**config.mk**
```make
export PLATFORM = sky130hd
export DESIGN_NAME = dti_imem_prefetch
export DESIGN_NICKNAME = d
export VERILOG_FILES = /design/src/rtl/dti_imem_prefetch.sv
export SDC_FILE = /design/constraint.sdc
export NUM_CORES = 1
export LEC_CHECK = 0
export BUFFER_PORTS_ARGS = -buffer_cell sky130_fd_sc_hd__buf_4
export CAP_MARGIN = 10
export CELL_PAD_IN_SITES_DETAIL_PLACEMENT = 0
export CELL_PAD_IN_SITES_GLOBAL_PLACEMENT = 1
export CORE_MARGIN = 2
export CORE_UTILIZATION = 40
export DETAILED_ROUTE_END_ITERATION = 16
export HOLD_SLACK_MARGIN = 0.05
export PLACE_DENSITY_LB_ADDON = 0.1
export SETUP_SLACK_MARGIN = 0.3
export SLEW_MARGIN = 25
export SYNTH_ARGS = -nofsm -noshare
export SYNTH_HDL_FRONTEND = slang
export SYNTH_SLANG_ARGS = --single-unit
```
**constraint.sdc**
```tcl
create_clock -name clk -period 5.3 [get_ports clk]
set_input_delay 1.59 -clock clk [delete_from_list [all_inputs] [get_ports clk]]
set_output_delay 1.59 -clock clk [all_outputs]
set_load 0.01 [all_outputs]
```
**src/rtl/dti_imem_prefetch.sv**
```systemverilog
// Instruction prefetch buffer between the core fetch port and instruction memory.
// Streams sequential words into a small FIFO and refetches on a non-sequential address.
module dti_imem_prefetch #(
    parameter int unsigned ADDR_WIDTH = 32,
    parameter int unsigned DATA_WIDTH = 32,
    parameter int unsigned DEPTH      = 4
) (
    input  logic                    clk,
    input  logic                    reset,
    input  logic                    core_req,
    input  logic [ADDR_WIDTH-1:0]   core_address,
    output logic                    core_ack,
    output logic [DATA_WIDTH-1:0]   core_data,
    output logic                    imem_req,
    output logic [ADDR_WIDTH-1:0]   imem_address,
    input  logic                    imem_ack,
    input  logic [DATA_WIDTH-1:0]   imem_data_in,
    output logic [$clog2(DEPTH):0]  buf_count
);

    localparam int unsigned PTR_W = $clog2(DEPTH);
    localparam int unsigned CNT_W = PTR_W + 1;

    typedef enum logic [1:0] {
        S_IDLE    = 2'd0,
        S_REQ     = 2'd1,
        S_DISCARD = 2'd2
    } state_e;

    state_e                 state_q, state_d;
    logic [ADDR_WIDTH-1:0]  fetch_addr_q, fetch_addr_d;
    logic [PTR_W-1:0]       rd_ptr_q, rd_ptr_d;
    logic [PTR_W-1:0]       wr_ptr_q, wr_ptr_d;
    logic [CNT_W-1:0]       count_q, count_d;
    logic                   core_ack_q, core_ack_d;
    logic [DATA_WIDTH-1:0]  core_data_q, core_data_d;
    logic                   imem_req_q, imem_req_d;
    logic [ADDR_WIDTH-1:0]  imem_address_q, imem_address_d;

    logic [ADDR_WIDTH-1:0]  fifo_addr_q [DEPTH];
    logic [DATA_WIDTH-1:0]  fifo_data_q [DEPTH];

    logic fifo_empty;
    logic hit;
    logic redirect;
    logic push;

    // Core-side decode; the request is ignored in the cycle core_ack is high.
    always_comb begin
        fifo_empty = (count_q == '0);
        hit        = 1'b0;
        redirect   = 1'b0;
        if (core_req && !core_ack_q) begin
            if (!fifo_empty && (fifo_addr_q[rd_ptr_q] == core_address)) begin
                hit = 1'b1;
            end else if (!(fifo_empty && (core_address == fetch_addr_q))) begin
                redirect = 1'b1;
            end
        end
    end

    always_comb begin
        state_d        = state_q;
        fetch_addr_d   = fetch_addr_q;
        rd_ptr_d       = rd_ptr_q;
        wr_ptr_d       = wr_ptr_q;
        count_d        = count_q;
        core_ack_d     = 1'b0;
        core_data_d    = core_data_q;
        imem_req_d     = imem_req_q;
        imem_address_d = imem_address_q;
        push           = 1'b0;

        if (hit) begin
            core_ack_d  = 1'b1;
            core_data_d = fifo_data_q[rd_ptr_q];
        end

        unique case (state_q)
            S_IDLE: begin
                // A redirect in IDLE goes straight out to memory with the new address.
                if (redirect) begin
                    imem_req_d     = 1'b1;
                    imem_address_d = core_address;
                    state_d        = S_REQ;
                end else if (count_q < CNT_W'(DEPTH)) begin
                    imem_req_d     = 1'b1;
                    imem_address_d = fetch_addr_q;
                    state_d        = S_REQ;
                end
            end
            S_REQ: begin
                if (imem_ack) begin
                    imem_req_d = 1'b0;
                    state_d    = S_IDLE;
                    if (!redirect) begin
                        push         = 1'b1;
                        fetch_addr_d = imem_address_q + ADDR_WIDTH'(4);
                    end
                end else if (redirect) begin
                    state_d = S_DISCARD;
                end
            end
            S_DISCARD: begin
                if (imem_ack) begin
                    imem_req_d = 1'b0;
                    state_d    = S_IDLE;
                end
            end
            default: begin
                imem_req_d = 1'b0;
                state_d    = S_IDLE;
            end
        endcase

        if (redirect) begin
            fetch_addr_d = core_address;
            rd_ptr_d     = '0;
            wr_ptr_d     = '0;
            count_d      = '0;
        end else begin
            if (push) begin
                wr_ptr_d = wr_ptr_q + PTR_W'(1);
            end
            if (hit) begin
                rd_ptr_d = rd_ptr_q + PTR_W'(1);
            end
            if (push && !hit) begin
                count_d = count_q + CNT_W'(1);
            end else if (!push && hit) begin
                count_d = count_q - CNT_W'(1);
            end
        end
    end

    always_ff @(posedge clk or posedge reset) begin
        if (reset) begin
            state_q        <= S_IDLE;
            fetch_addr_q   <= '0;
            rd_ptr_q       <= '0;
            wr_ptr_q       <= '0;
            count_q        <= '0;
            core_ack_q     <= 1'b0;
            core_data_q    <= '0;
            imem_req_q     <= 1'b0;
            imem_address_q <= '0;
        end else begin
            state_q        <= state_d;
            fetch_addr_q   <= fetch_addr_d;
            rd_ptr_q       <= rd_ptr_d;
            wr_ptr_q       <= wr_ptr_d;
            count_q        <= count_d;
            core_ack_q     <= core_ack_d;
            core_data_q    <= core_data_d;
            imem_req_q     <= imem_req_d;
            imem_address_q <= imem_address_d;
        end
    end

    // Entry storage needs no reset; validity is tracked by count_q.
    always_ff @(posedge clk) begin
        if (push) begin
            fifo_addr_q[wr_ptr_q] <= imem_address_q;
            fifo_data_q[wr_ptr_q] <= imem_data_in;
        end
    end

    assign core_ack     = core_ack_q;
    assign core_data    = core_data_q;
    assign imem_req     = imem_req_q;
    assign imem_address = imem_address_q;
    assign buf_count    = count_q;

endmodule

```
==> flow_summary.json <==
{
  "die_h_um": 201,
  "core_area_sq_um": 38500,
  "cts.sinks": 363,
  "post_cts_resized": 0,
  "via_per_inst": 5.44,
  "cts_buffers": 41,
  "r2r-end": "core_data[16]$_DFFE_PP0P_",
  "synth_area_leaders": "edfxtp_1 (49%), dfrtp_1 (17%), mux4_2 (8.7%)",
  "place_inst": 1578,
  "swShare_pct": 29.0,
  "hold_buffers": 0,
  "avgSynthCellArea_sq_um": 16.5,
  "power.static_leakage_nw": 6.72,
  "fin_nets": 1180,
  "placement.io_buffers": 136,
  "crit_arrival_ns": 4.55,
  "diodes": 0,
  "p_seq_share_pct": 47.4,
  "synth_top_area_cell": "edfxtp_1",
  "grt_start_max_net_pins": 63,
  "comb_power_share_pct": 18.5,
  "synth_top_area_share_pct": 49.4,
  "h-tree-depth": 2,
  "ir_drop_mv": 0.278,
  "ys_warn_count": 0,
  "ys_seq_area_share_pct": 66.7,
  "routed_wl_mm": 39.9,
  "hold_depth": 1,
  "timing.slew.headroom_pct": 33.6,
  "status": "complete, no violations",
  "cts_tree": "built",
  "hpwl_mm": 25.1,
  "crit_chain": "mux4_2 > xnor2_1 > nand4_1 > nor4_2 > o211ai_4 > buf_4 > nor2_4 > buf_4 > mux2_2",
  "final.period_utilization_pct": 77.4,
  "netlist_area_sq_um": 15500,
  "synthArstFlopShare_pct": 29.5,
  "cts_max_path_buffers": 3,
  "slowest_delay_ns": 0.76,
  "criticalPathCategory": "register to register",
  "finalPower_w": 0.00827,
  "io_pins": 137,
  "cp_slowest_cell": "dfrtp_4",
  "maxCapViolCount": 0,
  "fin_cells": 1653,
  "grt_usage_pct": 20.1,
  "syn_inst": 945,
  "gr-total-overflow": 0,
  "grt_pass1_vias": 9324,
  "r2r_cells": 9,
  "crit_start": "rd_ptr_q[0]$_DFFE_PP0P_",
  "rrSetupSlack_ns": 1.20,
  "detail-route-antenna-nets": 0,
  "synth_edf_count": 256,
  "syn2layout_area_growth_pct": 19.8,
  "die_w_um": 201,
  "slew_viol_final": 0,
  "setup.worst_path.start_class": "register",
  "clock_skew_ns": 0.0138,
  "vias": 8989,
  "clock-root-buffer": "clkbuf_16",
  "yosys_most_used_dff": "edfxtp_1",
  "p_clk_share_pct": 34.1,
  "wire_per_inst_um": 24.2,
  "critPathRequiredTime_ns": 5.75,
  "crit_path_max_fanout": 32,
  "cp-endpoint": "core_data[16]$_DFFE_PP0P_",
  "hold_viol": 0,
  "layout_commonest_cell": "edfxtp_1",
  "tns_ns": 0,
  "hold_path.class": "register to register",
  "clock.fmax_mhz": 244,
  "internal_power_w": 0.00587,
  "ys_ff_latch": 363,
  "first_iter_violations": 457,
  "worstSetupEndpointType": "register",
  "cts_setup_buffers": 0,
  "rsz0062_at_grt": "no",
  "die_area_sq_um": 40500,
  "worst_pin_slew_ns": 0.996,
  "drive_gt1_share_pct": 31.1,
  "setup-violations-final": 0,
  "switchingPower_w": 0.00240,
  "place_congestion": 0.790,
  "grt_pass1_wl_mm": 60.1,
  "dr.pass1.iters": 5,
  "insertion_delay_ns": 0.56,
  "synth.distinct_cells": 55,
  "final_cell_mix": "edfxtp_1 (256), buf_4 (158), dfrtp_1 (105)",
  "fin_crit_ns": 4.10,
  "clkTransAtPathRegs_ns": 0.06,
  "synth_nets": 1022,
  "drc_errors": 0,
  "cpMostUsedCell": "buf_4",
  "rr_startpoint": "rd_ptr_q[0]$_DFFE_PP0P_",
  "core.rowCount": 72,
  "powerDensity_nw_per_um2": 444,
  "grt_antenna_before_repair": 1,
  "initial_core_util_pct": 40.4
}
[worst max-delay path: cells and delay by family (launching register included)]
family / cells / cell delay (ns)
multiplexers: 2 / 0.98
AO/OA/AOI/OAI: 1 / 0.17
XOR/XNOR: 1 / 0.41
flip-flops: 1 / 0.76
buffers and inverters: 2 / 0.69
AND/OR/NAND/NOR: 3 / 0.90
[layout make-up]
cell class	count	area, sq um
Clock buffer	57	1140
Clock inverter	18	208
Fill cell	3339	19800
Inverter	18	70.1
Multi-Input combinational cell	515	4880
Sequential cell	363	10400
Tap cell	518	648
Timing Repair Buffer	164	1310
[synthesized netlist by cell type, types with 6 or more instances]
cell type  instances
nor4_1             6
nor3_1             7
a221o_1           32
o21ai_0           35
edfxtp_1         256
nand4_1           22
a31oi_1            9
nor2_1            18
and3_1             9
mux4_2            60
mux2i_1           14
a21oi_1           11
clkbuf_1          32
inv_1             18
nand2_1           42
ha_1               8
xor2_1            26
and4_1            29
xnor2_1           69
nand3_1           23
mux2_2            53
dfrtp_1          107
[worst min path at each step]
stage                                 from                          end  slack (ns)
2_1_floorplan  fetch_addr_q[5]$_DFFE_PP0P_  imem_address[5]$_DFFE_PP0P_        0.52
3_3_place_gp     core_data[13]$_DFFE_PP0P_    core_data[13]$_DFFE_PP0P_        0.47
3_5_place_dp     core_data[30]$_DFFE_PP0P_    core_data[30]$_DFFE_PP0P_        0.50
4_1_cts          core_data[30]$_DFFE_PP0P_    core_data[30]$_DFFE_PP0P_        0.51
5_1_grt           core_data[6]$_DFFE_PP0P_     core_data[6]$_DFFE_PP0P_        0.52
6_report          core_data[6]$_DFFE_PP0P_     core_data[6]$_DFFE_PP0P_        0.51
[flip-flops by register name (all words and copies together), names as in the netlist, 2 cells and up]
name and count:
rd_ptr_q 2, fetch_addr_q 32, fifo_addr_q 128, buf_count 3
imem_address 32, wr_ptr_q 2, core_data 32, fifo_data_q 128
state_q 2
[logic make-up (layout without fill, tap and decap cells)]
kind of cell             Yosys count  count (layout)  share of synthesized area, %
adder cells (fa/ha/maj)            9               9                         0.773
AND/OR/NAND/NOR                  175             175                          6.48
flip-flops                       363             363                          66.7
multiplexers                     128             128                          13.5
XOR/XNOR                          95              95                          5.35
buffers and inverters             67             257                          2.12
AO/OA/AOI/OAI                    108             108                          5.09
[power by group through the flow]
stage	Clock, W	Combinational, W	Sequential [W]
floorplan	0	0.000886	0.00387
global placement	0	0.00154	0.00398
detailed placement	0	0.00154	0.00399
CTS	0.00290	0.00155	0.00394
global route	0.00303	0.00166	0.00398
finish	0.00282	0.00153	0.00392
[metal layers]
metal  global-route usage, %  share of wire, %  vias to the layer above
li1                        -                 -                     4031
met1                    26.9                44                     4673
met2                    32.9                49                      227
met3                    3.71               4.9                       56
met4                    7.12               2.7                        2
met5                       0             0.040                        -
[metrics by stage]
stage / setup slack [ns] / hold slack (ns) / util (%) / cell area, sq um
global placement: 0.878 / 0.470 / 44.9 / 17300
detailed placement: 0.853 / 0.499 / 44.9 / 17300
CTS: 1.13 / 0.512 / 48.4 / 18600
finish: 1.20 / 0.506 / 48.4 / 18600
floorplan: 0.329 / 0.520 / - / 15500
global route: 0.880 / 0.521 / 48.4 / 18600
No activity file was read; power rests on OpenSTA's default activity.
